$ cat src/rtl/prog_loader.sv
// Byte-stream program loader: parses host frames into instruction/data memory
// writes and parks or releases the core. Optional macro: LOADER_CHECKSUM_EN.
module prog_loader #(
    parameter int D  = 10,
    parameter int AW = 8
) (
    input  logic          clk,
    input  logic          reset,
    input  logic [7:0]    in_byte,
    input  logic          in_valid,
    output logic          in_ready,
    output logic          im_wr_en,
    output logic [D-1:0]  im_addr,
    output logic [8:0]    im_wr_data,
    output logic          dm_wr_en,
    output logic [AW-1:0] dm_addr,
    output logic [7:0]    dm_wr_data,
    output logic          core_reset,
    input  logic          core_done,
    output logic          busy,
    output logic          err,
    output logic          done_seen
);

    localparam logic [7:0] HDR_INSTR = 8'h01;
    localparam logic [7:0] HDR_DATA  = 8'h02;
    localparam logic [7:0] HDR_RUN   = 8'h03;
    localparam logic [7:0] CMD_STOP  = 8'h04;

    typedef enum logic [2:0] {
        IDLE,
        ADDR_LO,
        ADDR_HI,
        CNT_LO,
        CNT_HI,
        PAYLOAD,
`ifdef LOADER_CHECKSUM_EN
        CHK,
`endif
        RUN
    } state_t;

    state_t         state_q, state_d;
    state_t         frame_end_state;
    logic [15:0]    addr_q, addr_d;
    logic [15:0]    cnt_q, cnt_d;
    logic           is_instr_q, is_instr_d;
    logic           half_q, half_d;
    logic [7:0]     lo_byte_q, lo_byte_d;
    logic           err_q, err_d;
    logic           done_seen_q, done_seen_d;
    logic           im_wr_en_q, im_wr_en_d;
    logic [D-1:0]   im_addr_q, im_addr_d;
    logic [8:0]     im_wr_data_q, im_wr_data_d;
    logic           dm_wr_en_q, dm_wr_en_d;
    logic [AW-1:0]  dm_addr_q, dm_addr_d;
    logic [7:0]     dm_wr_data_q, dm_wr_data_d;
    logic           accept;
`ifdef LOADER_CHECKSUM_EN
    logic [7:0]     sum_q, sum_d;

    assign frame_end_state = CHK;
`else
    assign frame_end_state = IDLE;
`endif

    // The cycle carrying a write strobe is the one-cycle bubble of each item.
    assign in_ready   = !reset && !im_wr_en_q && !dm_wr_en_q;
    assign accept     = in_valid && in_ready;
    assign core_reset = (state_q != RUN);
    assign busy       = (state_q != IDLE) && (state_q != RUN);
    assign err        = err_q;
    assign done_seen  = done_seen_q;
    assign im_wr_en   = im_wr_en_q;
    assign im_addr    = im_addr_q;
    assign im_wr_data = im_wr_data_q;
    assign dm_wr_en   = dm_wr_en_q;
    assign dm_addr    = dm_addr_q;
    assign dm_wr_data = dm_wr_data_q;

    always_ff @(posedge clk or posedge reset) begin
        if (reset) begin
            state_q      <= IDLE;
            addr_q       <= '0;
            cnt_q        <= '0;
            is_instr_q   <= 1'b0;
            half_q       <= 1'b0;
            lo_byte_q    <= '0;
            err_q        <= 1'b0;
            done_seen_q  <= 1'b0;
            im_wr_en_q   <= 1'b0;
            im_addr_q    <= '0;
            im_wr_data_q <= '0;
            dm_wr_en_q   <= 1'b0;
            dm_addr_q    <= '0;
            dm_wr_data_q <= '0;
`ifdef LOADER_CHECKSUM_EN
            sum_q        <= '0;
`endif
        end else begin
            state_q      <= state_d;
            addr_q       <= addr_d;
            cnt_q        <= cnt_d;
            is_instr_q   <= is_instr_d;
            half_q       <= half_d;
            lo_byte_q    <= lo_byte_d;
            err_q        <= err_d;
            done_seen_q  <= done_seen_d;
            im_wr_en_q   <= im_wr_en_d;
            im_addr_q    <= im_addr_d;
            im_wr_data_q <= im_wr_data_d;
            dm_wr_en_q   <= dm_wr_en_d;
            dm_addr_q    <= dm_addr_d;
            dm_wr_data_q <= dm_wr_data_d;
`ifdef LOADER_CHECKSUM_EN
            sum_q        <= sum_d;
`endif
        end
    end

    always_comb begin
        state_d      = state_q;
        addr_d       = addr_q;
        cnt_d        = cnt_q;
        is_instr_d   = is_instr_q;
        half_d       = half_q;
        lo_byte_d    = lo_byte_q;
        err_d        = err_q;
        done_seen_d  = done_seen_q;
        im_wr_en_d   = 1'b0;
        im_addr_d    = im_addr_q;
        im_wr_data_d = im_wr_data_q;
        dm_wr_en_d   = 1'b0;
        dm_addr_d    = dm_addr_q;
        dm_wr_data_d = dm_wr_data_q;
`ifdef LOADER_CHECKSUM_EN
        sum_d        = sum_q;
        if (accept && (state_q != IDLE) && (state_q != RUN) && (state_q != CHK)) begin
            sum_d = sum_q + in_byte;
        end
`endif

        unique case (state_q)
            IDLE: begin
                if (accept) begin
                    case (in_byte)
                        HDR_INSTR, HDR_DATA: begin
                            is_instr_d = (in_byte == HDR_INSTR);
                            state_d    = ADDR_LO;
`ifdef LOADER_CHECKSUM_EN
                            sum_d      = in_byte;
`endif
                        end
                        HDR_RUN: begin
                            done_seen_d = 1'b0;
                            state_d     = RUN;
                        end
                        default: err_d = 1'b1;
                    endcase
                end
            end
            ADDR_LO: begin
                if (accept) begin
                    addr_d[7:0] = in_byte;
                    state_d     = ADDR_HI;
                end
            end
            ADDR_HI: begin
                if (accept) begin
                    addr_d[15:8] = in_byte;
                    state_d      = CNT_LO;
                end
            end
            CNT_LO: begin
                if (accept) begin
                    cnt_d[7:0] = in_byte;
                    state_d    = CNT_HI;
                end
            end
            CNT_HI: begin
                if (accept) begin
                    cnt_d[15:8] = in_byte;
                    half_d      = 1'b0;
                    state_d     = ({in_byte, cnt_q[7:0]} == 16'd0) ? frame_end_state : PAYLOAD;
                end
            end
            PAYLOAD: begin
                if (accept) begin
                    if (is_instr_q && !half_q) begin
                        lo_byte_d = in_byte;
                        half_d    = 1'b1;
                    end else begin
                        // Final byte of an item: register the write, advance address and count.
                        if (is_instr_q) begin
                            im_wr_en_d   = 1'b1;
                            im_addr_d    = addr_q[D-1:0];
                            im_wr_data_d = {in_byte[0], lo_byte_q};
                            if (in_byte[7:1] != 7'd0) begin
                                err_d = 1'b1;
                            end
                        end else begin
                            dm_wr_en_d   = 1'b1;
                            dm_addr_d    = addr_q[AW-1:0];
                            dm_wr_data_d = in_byte;
                        end
                        half_d = 1'b0;
                        addr_d = addr_q + 16'd1;
                        cnt_d  = cnt_q - 16'd1;
                        if (cnt_q == 16'd1) begin
                            state_d = frame_end_state;
                        end
                    end
                end
            end
`ifdef LOADER_CHECKSUM_EN
            CHK: begin
                if (accept) begin
                    if (in_byte != sum_q) begin
                        err_d = 1'b1;
                    end
                    state_d = IDLE;
                end
            end
`endif
            RUN: begin
                if (core_done) begin
                    done_seen_d = 1'b1;
                end
                if (accept && (in_byte == CMD_STOP)) begin
                    state_d = IDLE;
                end
            end
            default: state_d = IDLE;
        endcase
    end

endmodule
$ cat config.mk
export PLATFORM = sky130hd
export DESIGN_NAME = prog_loader
export DESIGN_NICKNAME = d
export VERILOG_FILES = /design/src/rtl/prog_loader.sv
export SDC_FILE = /design/constraint.sdc
export NUM_CORES = 1
export LEC_CHECK = 0
export BUFFER_PORTS_ARGS = -buffer_cell sky130_fd_sc_hd__buf_4
export CAP_MARGIN = 20
export CORE_AREA = 3 3 92 94
export CTS_CLUSTER_DIAMETER = 100
export DETAILED_ROUTE_END_ITERATION = 10
export DIE_AREA = 0 0 95 97
export PLACE_DENSITY_LB_ADDON = 0.08
export SETUP_SLACK_MARGIN = 0.05
export SLEW_MARGIN = 20
export SYNTH_ARGS = -nofsm -noshare
export SYNTH_HDL_FRONTEND = slang
export SYNTH_SLANG_ARGS = --single-unit
$ cat constraint.sdc
create_clock -name clk -period 2 [get_ports clk]
set_input_delay 0.1 -clock clk [delete_from_list [all_inputs] [get_ports clk]]
set_output_delay 0.1 -clock clk [all_outputs]
set_load 0.005 [all_outputs]
==> qor.txt <==
================================================================================
Total of fill cells in the finished design ........................          633
Worst r2r src .....................................................     im_wr_en
Least-Margin Pin Slew .............................................     0.464 ns
Overflow left after global routing ................................            0
Max-cap violations ................................................            0
Number of flops mapped to enable cells by yosys ...................            0
Start point of the critical path ..................................     im_wr_en
Post-Synthesis Net Count ..........................................          369
Most instantiated flip-flop cell in the synthesis netlist .........      dfrtp_1
Endpoint type of the worst setup path .............................     register
Number of antenna violations at the first check in global routing .            0
Final Wtd Congestion ..............................................        0.844
Critical Path Start Type ..........................................     register
Post-synthesis async set-or-reset flop share ......................         100%
Number of nets with antenna violations after detailed routing .....            0
Most numerous cell in the Yosys netlist ...........................      dfrtp_1
Overall track demand over capacity in global routing ..............        21.8%
Dpl ws ............................................................    0.0166 ns
Post-synthesis sequential element count ...........................           78
Post-detailed-placement cell area .................................     4500 um2
Horiz. Die Dim ....................................................        95 um
Worst hold path stage count .......................................            2
Yosys top cell area share .........................................        51.3%
Pin count of the biggest net entering global routing ..............           63
Antenna fix cells .................................................            0
Maximum resistive drop on vdd .....................................     0.628 mV
Die area ..........................................................     9220 um2
Relative area change from synthesis to final layout ...............        25.4%
Crit Path Max Fanout ..............................................           17
Clk_lat worst skew ................................................      0.34 ns
Count of unique library cells instantiated by Yosys ...............           53
Effective utilization at floorplan ................................        49.2%
CTS tree ..........................................................        built
Area of the core region ...........................................     7730 um2
Aggregate routed wire length ......................................      9.36 mm
Post-Syn Area per Cell ............................................     10.7 um2
Instance count of the mapped netlist ..............................          354
Terminus of the critical flop-to-flop path ........................    addr_q[6]
Post-DR vias/cell .................................................         5.76
Total Nets Final ..................................................          445
Maximum buffer depth of the clock tree ............................            2
Setup repair after global routing missed its margin ...............        false
Power per standard cell area ......................................  1120 nW/um2
WHS ...............................................................    0.0183 ns
Hold Fails Final Rpt ..............................................            0
Endpoint, Worst Hold .............................................. dm_wr_data[5]
Setup TNS .........................................................         0 ns
Worst min-delay path category ..................................... input port to register
First drt pass iteration count ....................................            6
Most instantiated cells after synthesis ........................... dfrtp_1 (78), mux2_2 (43), nor2_1 (30), a21oi_1 (25), o21ai_0 (22)
Number of design rule violations left after detail routing ........            0
Layout cell share with drive strength beyond 1 ....................        37.5%
Util after Layout .................................................        61.7%
H-tree Lvls .......................................................            3
Sink Count ........................................................           78
Biggest area consumer among synthesized cells .....................      dfrtp_1
Peak Freq .........................................................      544 MHz
Worst path arrival time ...........................................      2.05 ns
Iteration-0 DRC count of the detailed router ......................          137
Combined area of all synthesized cells ............................     3800 um2
Overall via count from detail_route ...............................         3092
Clock buffers created by TritonCTS ................................            9
Slack of the worst reg-to-reg path ................................      0.16 ns
Clock-pin slew on the worst setup and hold paths ..................      0.09 ns
Max Slew Vio Count ................................................            0
Vias in the first global route ....................................         3135
Ports placed on the boundary ......................................           54
Count of yosys warnings during synthesis ..........................            0
Reported leakage power ............................................   0.00222 uW
HPWL after detailed placement .....................................      6.43 mm
Final period utilization ..........................................        91.9%
Critical Setup Path Class ......................................... register to register
Beginning of the worst hold path ..................................   in_byte[5]
Clock Skew ........................................................    0.0135 ns
Sequential area share after synthesis .............................        51.3%
Buffer cell driving the clock tree root ...........................     clkbuf_8
Leading cell types by total area after synthesis .................. dfrtp_1 (51%), mux2_2 (13%), a21oi_1 (3.3%)
Max-Slew Margin vs Limit ..........................................        68.9%
Final setup slack of the worst path ...............................     0.161 ns
R2R cell count ....................................................            5
Final instance area ...............................................     4770 um2
Detailed-route wire length per cell ...............................      17.4 um
Die height ........................................................        97 um
Worst path required time ..........................................      2.21 ns
Number of standard-cell rows in the floorplan .....................           32
Count of final setup violators ....................................            0
Final worst path period need ......................................      1.84 ns
Result of the run ................................................. complete, no violations
Quantity of I/O buffers inserted on ports .........................           53
First-pass GRT wire length ........................................      15.8 mm
================================================================================
critical path: stages (launching register included):
cell and delay (ns):
dfrtp_1 0.38, or4b_4 0.58, a2111o_1 0.32, buf_4 0.20
o21ai_1 0.13, o21ai_0 0.10
timing repair:
| item | in CTS | in global routing |
|---|---|---|
| buffers inserted | 0 | 3 |
| hold buffers | 2 | 0 |
| pin swaps | 0 | 0 |
| endpoints found under the setup margin | 1 | 31 |
| resized for setup | 1 | 8 |
| endpoints found under the hold margin | 17 | 0 |
registers in the layout, indices dropped and copies added (netlist names):
name        cells
addr_q         10
cnt_q          16
dm_addr         8
dm_wr_data      8
dm_wr_en        1
done_seen       1
err             1
half_q          1
im_addr        10
im_wr_data      9
im_wr_en        1
is_instr_q      1
lo_byte_q       8
state_q         3
layout make-up:
| cell class | count | area, um2 | share of cell area, % |
|---|---|---|---|
| timing repair buffer | 84 | 686 | 14.4 |
| multi-input combinational | 250 | 1780 | 37.2 |
| clock inverter | 6 | 70.1 | 1.47 |
| clock buffer | 10 | 128 | 2.68 |
| sequential | 78 | 1950 | 40.9 |
| tap | 102 | 128 | 2.68 |
| inverter | 7 | 30.0 | 0.630 |
layer usage:
metal  GRT usage [%]  share of wire [%]
met1            31.9                 47
met2            32.4                 46
met3            3.97                4.7
met4            7.33                1.5
met5               0                  0
layout by cell type (no fill, tap or decap), types with 3 or more instances in the layout:
cell type   count
clkinvlp_4      4
buf_4          78
a21oi_1        25
nor4_2          3
o21ai_1         4
ha_1            3
o22a_1         12
and3_1          5
a22o_1          3
nand3_1        11
nor4_1          3
buf_12          4
o21ai_0        20
nor3_1          9
nand2_1        21
o22ai_1         3
inv_1           6
mux2_2         43
nor2_2          3
clkbuf_8        9
nor2_1         28
a31oi_1         8
dfrtp_1        77
nand2b_1        3
kinds of logic after synthesis:
logic type	count (synthesis)	share of synthesized area, %
AND/OR/NAND/NOR	106	14.3
XOR/XNOR	1	0.230
AO/OA/AOI/OAI	96	17.3
flip-flops	78	51.3
buffers and inverters	26	2.86
adder cells (fa/ha/maj)	3	0.987
multiplexers	44	13.0
worst max path at each step:
stage,endpoint,slack (ns),cells after the start
after global routing,cnt_q[9],0.05,6
after detailed placement,state_q[2],0.02,6
after CTS,addr_q[6],0.07,5
after global placement,state_q[2],0.04,6
final,addr_q[6],0.16,5
after floorplan,dm_wr_data[2],-0.06,5
per-stage QoR:
stage	cells	total power [uW]
floorplan	354	3410
global placement	516	4100
detailed placement	516	4160
CTS	534	5370
global route	537	5750
finish	537	5360
report_power, final:
part	switching [uW]	internal, uW	leakage (uW)
Clock	611	586	0.0000895
Combinational	879	910	0.00111
Sequential	394	1980	0.00101
Total	1880	3480	0.00222
Note: power is estimated with default switching activity, not from simulation.
